**config.mk**
```make
export PLATFORM = sky130hd
export DESIGN_NAME = tetris_title_renderer
export DESIGN_NICKNAME = d
export VERILOG_FILES = /design/src/rtl/tetris_pkg.sv /design/src/rtl/tetris_glyph_rom.sv /design/src/rtl/tetris_title_renderer.sv
export SDC_FILE = /design/constraint.sdc
export NUM_CORES = 1
export LEC_CHECK = 0
export ABC_AREA = 1
export BUFFER_PORTS_ARGS = -buffer_cell sky130_fd_sc_hd__buf_2
export CAP_MARGIN = 0
export CELL_PAD_IN_SITES_DETAIL_PLACEMENT = 0
export CELL_PAD_IN_SITES_GLOBAL_PLACEMENT = 1
export CORE_MARGIN = 2
export CORE_UTILIZATION = 42
export CTS_BUF_LIST = sky130_fd_sc_hd__clkbuf_16
export CTS_CLUSTER_SIZE = 24
export DETAILED_ROUTE_END_ITERATION = 10
export PLACE_DENSITY_LB_ADDON = 0.1
export SLEW_MARGIN = 30
export SYNTH_ARGS = -nofsm -noshare
export SYNTH_HDL_FRONTEND = slang
export SYNTH_HIERARCHICAL = 1
export SYNTH_SLANG_ARGS = --single-unit
```
**constraint.sdc**
```tcl
create_clock -name Clk -period 4.5 [get_ports Clk]
set_input_delay 0 -clock Clk [delete_from_list [all_inputs] [get_ports Clk]]
set_output_delay 0 -clock Clk [all_outputs]
set_load 0.05 [all_outputs]
```
**src/rtl/tetris_pkg.sv**
```systemverilog
// Shared types, palette and glyph bitmaps for the TETRIS title banner.
// Rows are MSB-leftmost; rows 0-1 and 12-15 are blank.
package tetris_pkg;

    typedef logic [11:0] color_t;

    localparam int T_GLYPHS = 6;
    localparam int T_GW     = 10;
    localparam int T_GH     = 16;

    localparam color_t PALETTE [8] = '{
        12'hf00, 12'hf70, 12'hff0, 12'h7f0,
        12'h0df, 12'he5f, 12'hfff, 12'h888
    };

    localparam logic [T_GW-1:0] GLYPHS [T_GLYPHS][T_GH] = '{
        // T
        '{10'b0000000000, 10'b0000000000, 10'b1111111111, 10'b1111111111,
          10'b0000110000, 10'b0000110000, 10'b0000110000, 10'b0000110000,
          10'b0000110000, 10'b0000110000, 10'b0000110000, 10'b0000110000,
          10'b0000000000, 10'b0000000000, 10'b0000000000, 10'b0000000000},
        // E
        '{10'b0000000000, 10'b0000000000, 10'b1111111111, 10'b1111111111,
          10'b1100000000, 10'b1100000000, 10'b1111111100, 10'b1111111100,
          10'b1100000000, 10'b1100000000, 10'b1111111111, 10'b1111111111,
          10'b0000000000, 10'b0000000000, 10'b0000000000, 10'b0000000000},
        // T
        '{10'b0000000000, 10'b0000000000, 10'b1111111111, 10'b1111111111,
          10'b0000110000, 10'b0000110000, 10'b0000110000, 10'b0000110000,
          10'b0000110000, 10'b0000110000, 10'b0000110000, 10'b0000110000,
          10'b0000000000, 10'b0000000000, 10'b0000000000, 10'b0000000000},
        // R
        '{10'b0000000000, 10'b0000000000, 10'b1111111100, 10'b1111111100,
          10'b1100000011, 10'b1100000011, 10'b1111111100, 10'b1111111100,
          10'b1100001100, 10'b1100001100, 10'b1100000011, 10'b1100000011,
          10'b0000000000, 10'b0000000000, 10'b0000000000, 10'b0000000000},
        // I
        '{10'b0000000000, 10'b0000000000, 10'b1111111111, 10'b1111111111,
          10'b0000110000, 10'b0000110000, 10'b0000110000, 10'b0000110000,
          10'b0000110000, 10'b0000110000, 10'b1111111111, 10'b1111111111,
          10'b0000000000, 10'b0000000000, 10'b0000000000, 10'b0000000000},
        // S
        '{10'b0000000000, 10'b0000000000, 10'b1111111111, 10'b1111111111,
          10'b1100000000, 10'b1100000000, 10'b1111111111, 10'b1111111111,
          10'b0000000011, 10'b0000000011, 10'b1111111111, 10'b1111111111,
          10'b0000000000, 10'b0000000000, 10'b0000000000, 10'b0000000000}
    };

    function automatic int title_width(input int ng, input int gw, input int sc);
        return ng * gw * sc;
    endfunction

endpackage

```
**src/rtl/tetris_glyph_rom.sv**
```systemverilog
// Synchronous glyph row ROM addressed by {glyph, row}, 1-cycle latency.
// Glyph codes past the bitmap set read as blank.
module tetris_glyph_rom
    import tetris_pkg::*;
#(
    parameter int AW = 7
) (
    input  logic            Clk,
    input  logic [AW-1:0]   addr,
    output logic [T_GW-1:0] data
);

    localparam int RW = $clog2(T_GH);

    logic [AW-RW-1:0] g;
    logic [RW-1:0]    r;

    assign g = addr[AW-1:RW];
    assign r = addr[RW-1:0];

    always_ff @(posedge Clk) begin
        if (int'(g) < T_GLYPHS)
            data <= GLYPHS[g][r];
        else
            data <= '0;
    end

endmodule

```
**src/rtl/tetris_title_renderer.sv**
```systemverilog
// Three-stage renderer for the scaled, colour-cycling TETRIS banner.
// S1: box/address, S2: ROM read + colour index, S3: bit select + palette.
module tetris_title_renderer
    import tetris_pkg::*;
#(
    parameter int     NUM_GLYPHS  = 6,
    parameter int     GLYPH_W     = 10,
    parameter int     GLYPH_H     = 16,
    parameter int     SCALE       = 3,
    parameter int     ORIGIN_X    = 440,
    parameter int     ORIGIN_Y    = 40,
    parameter int     NUM_COLORS  = 6,
    parameter int     ANIM_FRAMES = 30,
    parameter color_t BG_COLOR    = 12'h000
) (
    input  logic        Clk,
    input  logic        Reset_n,
    input  logic        frame_start,
    input  logic        anim_en,
    input  logic        pix_valid,
    input  logic [9:0]  drawX,
    input  logic [9:0]  drawY,
    output logic        out_valid,
    output logic        in_title,
    output color_t      color
);

    localparam int BW  = title_width(NUM_GLYPHS, GLYPH_W, SCALE);
    localparam int BH  = GLYPH_H * SCALE;
    localparam int GLW = (NUM_GLYPHS > 1) ? $clog2(NUM_GLYPHS) : 1;
    localparam int RW  = $clog2(GLYPH_H);
    localparam int CW  = $clog2(GLYPH_W);
    localparam int FW  = $clog2(ANIM_FRAMES + 1);
    localparam int PW  = 3;

    if (ORIGIN_X + BW > 640) begin : g_chk_w
        $error("title banner exceeds screen width");
    end
    if (ORIGIN_Y + BH > 480) begin : g_chk_h
        $error("title banner exceeds screen height");
    end
    if (SCALE < 1 || SCALE > 4) begin : g_chk_s
        $error("SCALE must be 1..4");
    end
    if (NUM_GLYPHS > T_GLYPHS || GLYPH_W != T_GW || GLYPH_H != T_GH) begin : g_chk_g
        $error("glyph geometry does not match bitmap set");
    end
    if (NUM_COLORS < 1 || NUM_COLORS > 8 || ANIM_FRAMES < 1) begin : g_chk_a
        $error("bad NUM_COLORS or ANIM_FRAMES");
    end

    // 11-bit relative coords: bit 10 set means left of / above the box
    logic [10:0]    rx, ry;
    logic [9:0]     gx, gy;
    logic           box_c;
    logic [GLW-1:0] glyph_c;
    logic [RW-1:0]  row_c;
    logic [CW-1:0]  col_c;

    always_comb begin
        rx      = {1'b0, drawX} - 11'(ORIGIN_X);
        ry      = {1'b0, drawY} - 11'(ORIGIN_Y);
        box_c   = !rx[10] && !ry[10]
                  && (rx[9:0] < 10'(BW)) && (ry[9:0] < 10'(BH));
        gx      = rx[9:0] / 10'(SCALE);
        gy      = ry[9:0] / 10'(SCALE);
        glyph_c = GLW'(gx / 10'(GLYPH_W));
        col_c   = CW'(gx % 10'(GLYPH_W));
        row_c   = RW'(gy);
    end

    logic           v1, box1;
    logic [GLW-1:0] glyph1;
    logic [RW-1:0]  row1;
    logic [CW-1:0]  col1;

    always_ff @(posedge Clk) begin
        if (!Reset_n) begin
            v1     <= 1'b0;
            box1   <= 1'b0;
            glyph1 <= '0;
            row1   <= '0;
            col1   <= '0;
        end else begin
            v1     <= pix_valid;
            box1   <= box_c;
            glyph1 <= glyph_c;
            row1   <= row_c;
            col1   <= col_c;
        end
    end

    logic [GLYPH_W-1:0] rom_data;

    tetris_glyph_rom #(
        .AW (GLW + RW)
    ) u_rom (
        .Clk  (Clk),
        .addr ({glyph1, row1}),
        .data (rom_data)
    );

    logic [FW-1:0] frame_cnt;
    logic [PW-1:0] offset;

    always_ff @(posedge Clk) begin
        if (!Reset_n) begin
            frame_cnt <= '0;
            offset    <= '0;
        end else if (frame_start && anim_en) begin
            if (frame_cnt == FW'(ANIM_FRAMES - 1)) begin
                frame_cnt <= '0;
                offset    <= (offset == PW'(NUM_COLORS - 1)) ? '0 : offset + 1'b1;
            end else begin
                frame_cnt <= frame_cnt + 1'b1;
            end
        end
    end

    logic [PW-1:0] cidx_c;

    assign cidx_c = PW'((int'(glyph1) + int'(offset)) % NUM_COLORS);

    logic          v2, box2;
    logic [CW-1:0] col2;
    logic [PW-1:0] cidx2;

    always_ff @(posedge Clk) begin
        if (!Reset_n) begin
            v2    <= 1'b0;
            box2  <= 1'b0;
            col2  <= '0;
            cidx2 <= '0;
        end else begin
            v2    <= v1;
            box2  <= box1;
            col2  <= col1;
            cidx2 <= cidx_c;
        end
    end

    logic lit_c;

    assign lit_c = box2 && rom_data[CW'(GLYPH_W - 1) - col2];

    always_ff @(posedge Clk) begin
        if (!Reset_n) begin
            out_valid <= 1'b0;
            in_title  <= 1'b0;
            color     <= BG_COLOR;
        end else begin
            out_valid <= v2;
            in_title  <= lit_c;
            color     <= lit_c ? PALETTE[cidx2] : BG_COLOR;
        end
    end

endmodule

```
# --- Word-level counts from Yosys, hierarchy flattened ---
# Memories as Yosys holds them, arrays and structs flattened. A register that Yosys moved wholly into a read port is not among the register bits.
# Index checks and enable logic that the tools add are counted.
totals:
  ff_bits: 42
  mem_bits_ro: 1376
  output_inout_bits: 14
  wordCells: 57
  mem_count: 2
classes:
  addsub: 6
  div_mod_pow: 5
  magnitude_cmp: 6
  n_eq_ne: 2
  mux: 9
  bitwise: 3
  n_reduce_logical: 10
mem_list:
  columns: ["name", "depth", "width", "rd", "rd_clocked_by_memory_dff", "wr", "line", "rtl"]
  rows:
  - ["(no name shown)", 8, 160, 1, 0, 0, "tetris_glyph_rom.sv:23", "data <= GLYPHS[g][r];"]
  - ["(no name shown)", 8, 12, 1, 1, 0, "tetris_title_renderer.sv:154", "color <= lit_c ? PALETTE[cidx2] : BG_COLOR;"]
ops:
  columns: ["cell", "count"]
  rows:
  - ["160-bit 2-to-1 mux", 2]
  - ["10-bit binary-select mux with 4-bit select", 1]
  - ["32-bit by 4-bit remainder unit with 32-bit output (second input constant)", 1]
  - ["10-bit by 2-bit divider with 10-bit output (second input constant)", 2]
  - ["10-bit 2-to-1 mux", 2]
  - ["10-bit by 6-bit subtractor with 11-bit output (second input constant)", 1]
  - ["10-bit by 9-bit subtractor with 11-bit output (second input constant)", 1]
  - ["10-bit by 4-bit divider with 10-bit output (second input constant)", 1]
  - ["10-bit by 6-bit less-than comparator with 1-bit output (second input constant)", 1]
  - ["10-bit by 8-bit less-than comparator with 1-bit output (second input constant)", 1]
  - ["10-bit by 4-bit remainder unit with 10-bit output (second input constant)", 1]
  - ["3-bit inverter with 4-bit output", 2]
  - ["5-bit by 1-bit adder with 5-bit output (second input constant)", 1]
  - ["5-bit == test (second input constant)", 1]
  - ["5-bit greater-or-equal comparator (second input constant)", 1]
  - ["1-bit logical AND", 5]
  - ["4-bit by 5-bit less-than comparator with 1-bit output (second input constant)", 1]
  - ["5-bit 2-to-1 mux", 1]
  - ["4-bit inverter with 5-bit output", 1]
  - ["3-bit by 3-bit adder with 4-bit output", 1]
  - ["1-bit binary-select mux with 4-bit select", 1]
  - ["4-bit greater-or-equal comparator (second input constant)", 1]
  - ["2-bit AND reduction", 2]
  - ["4-bit subtractor (first input constant)", 1]
  - ["other kinds (6)", 8]

# --- Logic depth before layout (Yosys ltp) ---
# Gate-level depths: netlist (run 1).
logic_depth:
  depth_word: 7
  ltp_mapped: 46
  ltp_nobuf: 46

# --- Modules after synthesis ---
# The synthesis (run 1) kept the hierarchy.
by_module_without_submodules:
  columns: ["module", "instances", "cells_each", "area_per_inst_um2"]
  rows:
  - ["tetris_title_renderer", 1, 495, 3243.1]
  - ["tetris_glyph_rom", 1, 54, 350.3]

# --- Least setup slack after synthesis (run 1) ---
# Ideal clock, no wire load.
synth_timing:
  path_kind: "input to register"
  from: "input port drawX[3]"
  to: "register col1[3]"
  arrival_time_ns: 3.851
  required_time_ns: 4.428
  slack_ns: 0.578
  stages: 42
  path_cell_list: "ha_1 -> nand2_2 -> nand2_2 -> nand4_1 -> nand2_4 -> nor2_4 -> nand2_2 -> nand2_2 -> inv_1 -> nand2_2 -> nand3_2 -> nand2_2 -> nand2_1 -> nand3_2 -> nand2_4 -> nand2_1 -> nand3_2 -> nand2_2 -> [6 not listed] -> nor2_1 -> ha_1 -> a21oi_1 -> nand2_2 -> inv_1 -> nand4_1 -> nor2_1 -> nand2_2 -> nand2_4 -> nand2_1 -> nand2_1 -> inv_1 -> ha_1 -> inv_1 -> o211ai_1 -> nand2_1 -> nand2_2 -> a21oi_1"
synth_via:
  elab_chain_len: 3
synth_rtl:
  columns: ["item", "line", "rtl"]
  rows:
  - ["start: declaration", "tetris_title_renderer.sv:21", "input logic [9:0] drawX,"]
  - ["10-bit by 9-bit subtractor with 11-bit output", "tetris_title_renderer.sv:61", "rx = {1'b0, drawX} - 11'(ORIGIN_X);"]
  - ["10-bit by 2-bit divider with 10-bit output", "tetris_title_renderer.sv:65", "gx = rx[9:0] / 10'(SCALE);"]
  - ["10-bit by 4-bit remainder unit with 10-bit output", "tetris_title_renderer.sv:68", "col_c = CW'(gx % 10'(GLYPH_W));"]
  - ["end signal: assignment", "tetris_title_renderer.sv:89", "col1 <= col_c;"]
  - ["end: declaration", "tetris_title_renderer.sv:75", "logic [CW-1:0] col1;"]
# No other way between the ends.
# A chain may end at the register's enable or synchronous reset.

# --- Worst setup path after layout (run 1) ---
layout_timing:
  from: "input port drawX[3]"
  to: "register col1[1]"
# Same word-level chain as after synthesis.

==> flow_summary.toml, run 1 <==
[clock_tree]
cts_buffer_depth = 2
path_clk_slew_ns = 0.06
cts-root-buf = "clkbuf_16"
cts_max_level = 2
cts_sinks = 44
cts_inserted_buffers = 5
insertion_delay_ns = 0.28
cts_tree = "done"

[routing]
first_pass_iters = 5
ant_nets = 0
viasPerCell = 4.794
drtIter0Drc = 85
wl_per_cell_um = 10.05
vias = 3241
drc_errors = 0
routed_wl_mm = 6.796

[floorplan]
num_rows = 33
io_pins = 39
core_area_um2 = 8175
die_h_um = 95.46
initial_core_util = 0.4298
die_w_um = 95.46
dieArea_um2 = 9113

[yosys]
avgSynthCellArea_um2 = 6.579
ys_warn_count = 6
syn_nets = 581
synth_area_um2 = 3513
netlist_instances = 534

[sta]
tns_ns = 0
slew_headroom = 0.5949
worst_slack_ns = 0.4517
finalHoldViolCount = 0
finalMaxSlewViolations = 0
tightest_slew_ns = 0.6013
finalSetupViolations = 0
finalCritPeriodShare = 0.8996
clock_skew_ns = 0.004688
timing.fmax_mhz = 247.0
fin_crit_ns = 4.048

[grt]
grt_pass1_vias = 2740
grt_usage = 0.1537
grt-ovfl-total = 0
grt_pass1_wl_mm = 11.57
antenna_found_initial = 0
grt_max_degree = 20

[power]
totalPowerFinal_mw = 2.148
powerDensity_nw_per_um2 = 542.5
vdd_drop_max_mv = 0.2569
leakage_nw = 2.102

[worst_setup_path]
worstSetupStartpoint = "drawX[3]"
cp_data_arrival_time_ns = 4.24
cp_slowest_cell = "ha_2"
crit_type = "input pin to flip-flop"
slowest_delay_ns = 0.20
crit_fanout = 8
start_kind = "input pin"
worst_path_most_repeated_cell = "nand2_2"
critPathRequiredTime_ns = 4.69
cp-end-kind = "flip-flop"
path_buf_inv = 5
path_delay_family = "simple AND/OR/NAND/NOR gates"
reg2reg_from = "glyph1[0]"

[cells_and_area]
antenna_cells = 0
post_route_cells_drive_above_1_share = 0.2049
nets = 618
fin_util = 0.4842
areaGrowthSynthToFinish_pct = 12.68

[placement]
preCtsSetupSlack_ns = -0.05874
finalWeightedCongestion = 0.7775
port_buffers = 38
dp_hpwl_mm = 5.573

[worst_hold_path]
hp-start = "drawY[1]"
hold_class = "input pin to flip-flop"

[flow_run]
maxCapViolations = 0

[outcome]
status = "finished, final reports clean"
==> per-stage QoR <==
step / instance area (um^2) / hold WS (ns) / cells
after floorplan: 3513 / 0.09763 / 534
after global placement: 3747 / 0.1989 / 665
after detailed placement: 3747 / 0.2016 / 665
after CTS: 3901 / 0.003146 / 674
after global routing: 3959 / 0.01896 / 676
final: 3959 / 0.006003 / 676
==> registers in the layout, summed over array words and instances (netlist names), 4 cells and up <==
signal / cells
col2: 4
u_rom/data: 5
col1: 4
color: 8
frame_cnt: 5
==> per-layer routing <==
metal | wire, um | part of all wire | track usage
met4 | 54 | 0.0079 | 0.02857
met3 | 198 | 0.029 | 0.01976
met5 | 0 | 0 | 0
met2 | 3163 | 0.47 | 0.2647
met1 | 3380 | 0.50 | 0.2072
==> layout by cell type, fill, tap and decap left out, types with 2 or more instances in the layout <==
| cell type | n |
|---|---|
| a211oi_1 | 4 |
| a21oi_1 | 23 |
| a21oi_2 | 3 |
| buf_2 | 37 |
| buf_4 | 3 |
| clkbuf_16 | 5 |
| dfxtp_1 | 44 |
| dlygate4sd3_1 | 2 |
| ha_1 | 19 |
| inv_1 | 86 |
| inv_2 | 11 |
| nand2_1 | 115 |
| nand2_2 | 29 |
| nand2_4 | 4 |
| nand3_1 | 34 |
| nand3_2 | 8 |
| nand3b_1 | 3 |
| nand4_1 | 8 |
| nor2_1 | 44 |
| nor2_2 | 3 |
| nor2_4 | 4 |
| nor3_1 | 4 |
| nor3b_1 | 3 |
| o211ai_1 | 5 |
| o21ai_0 | 20 |
| o21ai_1 | 9 |
| o21ai_2 | 2 |
| o22ai_1 | 2 |
| xnor2_1 | 3 |
| xor2_1 | 16 |
==> power by group <==
group	total (mW)	leakage (nW)	internal, mW	switching (mW)
Sequential	0.533	0.361	0.466	0.0673
Combinational	1.29	1.67	0.473	0.812
Clock	0.329	0.0709	0.199	0.130
Total	2.15	2.10	1.14	1.01
==> cell type report <==
type                       count  area (um^2)
timing repair buffer          43        235.2
fill                         879         4217
sequential                    44        880.8
inverter                      97        364.1
clock inverter                 2        8.758
clock buffer                   5        125.1
tap                          105        131.4
multi-input combinational    380         2213
==> worst min-delay path: stages <==
cell and delay (ns):
buf_2 0.11, nand3_1 0.08, a21oi_1 0.05
==> path summary, 6_finish.rpt <==
| check | endpoint | slack (ns) | cells past startpoint |
|---|---|---|---|
| max | col1[1] | 0.45 | 45 |
| min | row1[1] | 0.006 | 3 |
| max reg2reg | cidx2[2] | 2.01 | 10 |
| min reg2reg | v2 | 0.41 | 2 |
==> repair_timing <==
item                                   CTS  global route
setup buffers                            0             2
endpoints found under the hold margin    2             0
setup endpoints to repair                0             4
hold buffers                             2             0
gates resized for setup                  0            14
Note: power is estimated with default switching activity, not from simulation.
==> run 2, diff against run 1 <==
--- a/config.mk
+++ b/config.mk
@@ -11,11 +11,12 @@
 export CELL_PAD_IN_SITES_DETAIL_PLACEMENT = 0
 export CELL_PAD_IN_SITES_GLOBAL_PLACEMENT = 1
 export CORE_MARGIN = 2
-export CORE_UTILIZATION = 42
+export CORE_UTILIZATION = 38
 export CTS_BUF_LIST = sky130_fd_sc_hd__clkbuf_16
 export CTS_CLUSTER_SIZE = 24
 export DETAILED_ROUTE_END_ITERATION = 10
 export PLACE_DENSITY_LB_ADDON = 0.1
+export SKIP_CTS_REPAIR_TIMING = 1
 export SLEW_MARGIN = 30
 export SYNTH_ARGS = -nofsm -noshare
 export SYNTH_HDL_FRONTEND = slang
==> constraint.sdc (replaced) <==
create_clock -name Clk -period 3.5 [get_ports Clk]
set_input_delay 0 -clock Clk [delete_from_list [all_inputs] [get_ports Clk]]
set_output_delay 0 -clock Clk [all_outputs]
set_load 0.05 [all_outputs]
==> run 2 against run 1 <==
The flow now finishes with violations (negative hold slack, negative setup slack); core utilization up 6.8 points; design area up 27%; final cell count up 14%; largest power group unchanged; non-clock buffer count up 88; largest cell class unchanged; combinational power up 91%; critical endpoint is now col1[3]; flip-flop and latch count unchanged; sequential power up 28%; hold slack worse by 0.013 ns; register-to-register slack worse by 0.92 ns.
==> flow_summary.toml, run 2 (synthesis results as in run 1) <==
[outcome]
status = "finished, violations left"
violations = "negative hold slack, negative setup slack"

[power]
vdd_drop_max_mv = 0.3739
leakage_nw = 2.612
totalPowerFinal_mw = 3.641
powerDensity_nw_per_um2 = 723.6

[floorplan]
num_rows = 35
die_h_um = 100.2
core_area_um2 = 9109
die_w_um = 100.2
io_pins = 39
initial_core_util = 0.3857
dieArea_um2 = 10030

[cells_and_area]
antenna_cells = 0
areaGrowthSynthToFinish_pct = 43.23
regMostFlops = "color"
stdcell_count = 771
fin_area_um2 = 5032
final_common_cell = "nand2_1"
nets = 706
largest_reg_flops = 8
layout_common_cells = "nand2_1, buf_4, inv_1, dfxtp_1, nor2_1"
post_route_cells_drive_above_1_share = 0.3985
fin_util = 0.5525
reg_top3 = "color: 8 flops, frame_cnt: 5 flops, u_rom/data: 5 flops"

[sta]
tightest_slew_ns = 0.5899
rsz0062_at_grt = "true"
slew_headroom = 0.6025
worst_slack_ns = -0.2738
finalSetupViolations = 4
finalCritPeriodShare = 1.078
worst_hold_slack_ns = -0.007268
timing.fmax_mhz = 265.0
finalMaxSlewViolations = 0
tns_ns = -0.9239
finalHoldViolCount = 1
clock_skew_ns = 0.002412
fin_crit_ns = 3.774

[clock_tree]
path_clk_slew_ns = 0.06
cts-root-buf = "clkbuf_16"
cts_max_level = 2
cts_tree = "done"
cts_sinks = 44
cts_buffer_depth = 2
cts_inserted_buffers = 5
insertion_delay_ns = 0.28

[worst_setup_path]
critPathRequiredTime_ns = 3.70
r2r_end = "cidx2[2]"
crit_type = "input pin to flip-flop"
slowest_delay_ns = 0.17
start_kind = "input pin"
r2r_slack_ns = 1.09
cp_slowest_cell = "ha_4"
reg2reg_from = "glyph1[0]"
crit_fanout = 4
path_buf_inv = 4
cp-end-kind = "flip-flop"
r2r_cells = 10
cp_data_arrival_time_ns = 3.98
path_delay_family = "simple AND/OR/NAND/NOR gates"

[worst_hold_path]
hold_depth = 4
hold_end = "row1[1]"
hp-start = "drawY[0]"
hold_class = "input pin to flip-flop"

[grt]
grt-ovfl-total = 0
grt_pass1_vias = 3187
grt_pass1_wl_mm = 12.59
grt_max_degree = 20
antenna_found_initial = 0
grt_usage = 0.1481

[routing]
routed_wl_mm = 7.830
first_pass_iters = 4
drtIter0Drc = 94
wl_per_cell_um = 10.16
drc_errors = 0
viasPerCell = 4.647
ant_nets = 0
vias = 3583

[flow_run]
maxCapViolations = 0

[placement]
finalWeightedCongestion = 0.8048
preCtsSetupSlack_ns = -0.7248
dp_cells = 746
placed_cell_area_um2 = 4382
port_buffers = 38
dp_hpwl_mm = 6.065
run 2: cell types whose count changed in the layout (fill, tap and decap cells not counted), sizes merged:
cell	change
buf	+90
bufinv	+1
dlygate4sd3	-1
clkbuf	-1
run 2: where the power goes:
group / switching (mW) / total [mW] / internal [mW] / leakage, nW
Sequential: 0.0830 / 0.682 / 0.599 / 0.361
Combinational: 1.31 / 2.46 / 1.15 / 2.17
Clock: 0.171 / 0.503 / 0.332 / 0.0850
run 2: cell type report:
| type | instances | area (um^2) |
|---|---|---|
| flip-flops and latches | 44 | 880.8 |
| inverters | 97 | 369.1 |
| repair buffers | 131 | 917.1 |
| clock buffers | 5 | 125.1 |
| clock inverters | 3 | 38.79 |
| multi-input cells | 380 | 2562 |
| well taps | 111 | 138.9 |
| fillers | 894 | 4076 |
run 2: worst max-delay path by stage:
stage,depth (start not counted),endpoint,from,slack [ns]
floorplan,40,col1[3],drawX[3],-0.20
global placement,46,col1[3],drawX[3],-0.63
detailed placement,41,col1[3],drawX[3],-0.72
CTS,41,col1[3],drawX[3],-0.44
global route,45,col1[3],drawX[4],-0.63
finish,41,col1[3],drawX[4],-0.27
run 2: worst reg2reg max path, stage by stage (launching register included):
cell and delay [ns]:
dfxtp_1 0.51, ha_1 0.24, inv_1 0.06, fa_1 0.37, xor2_1 0.20, inv_1 0.08
ha_1 0.26, o21ai_0 0.24, a21oi_1 0.12, o211ai_1 0.17, inv_1 0.06
run 2: metal layers:
| metal | vias to the layer above | GRT usage | part of all wire | wire [um] |
|---|---|---|---|---|
| met4 | 0 | 0.03477 | 0.015 | 121 |
| met2 | 46 | 0.2870 | 0.54 | 4204 |
| met5 | - | 0 | 0 | 0 |
| met3 | 10 | 0.01811 | 0.020 | 155 |
| met1 | 1588 | 0.1712 | 0.43 | 3349 |
| li1 | 1939 | - | - | - |
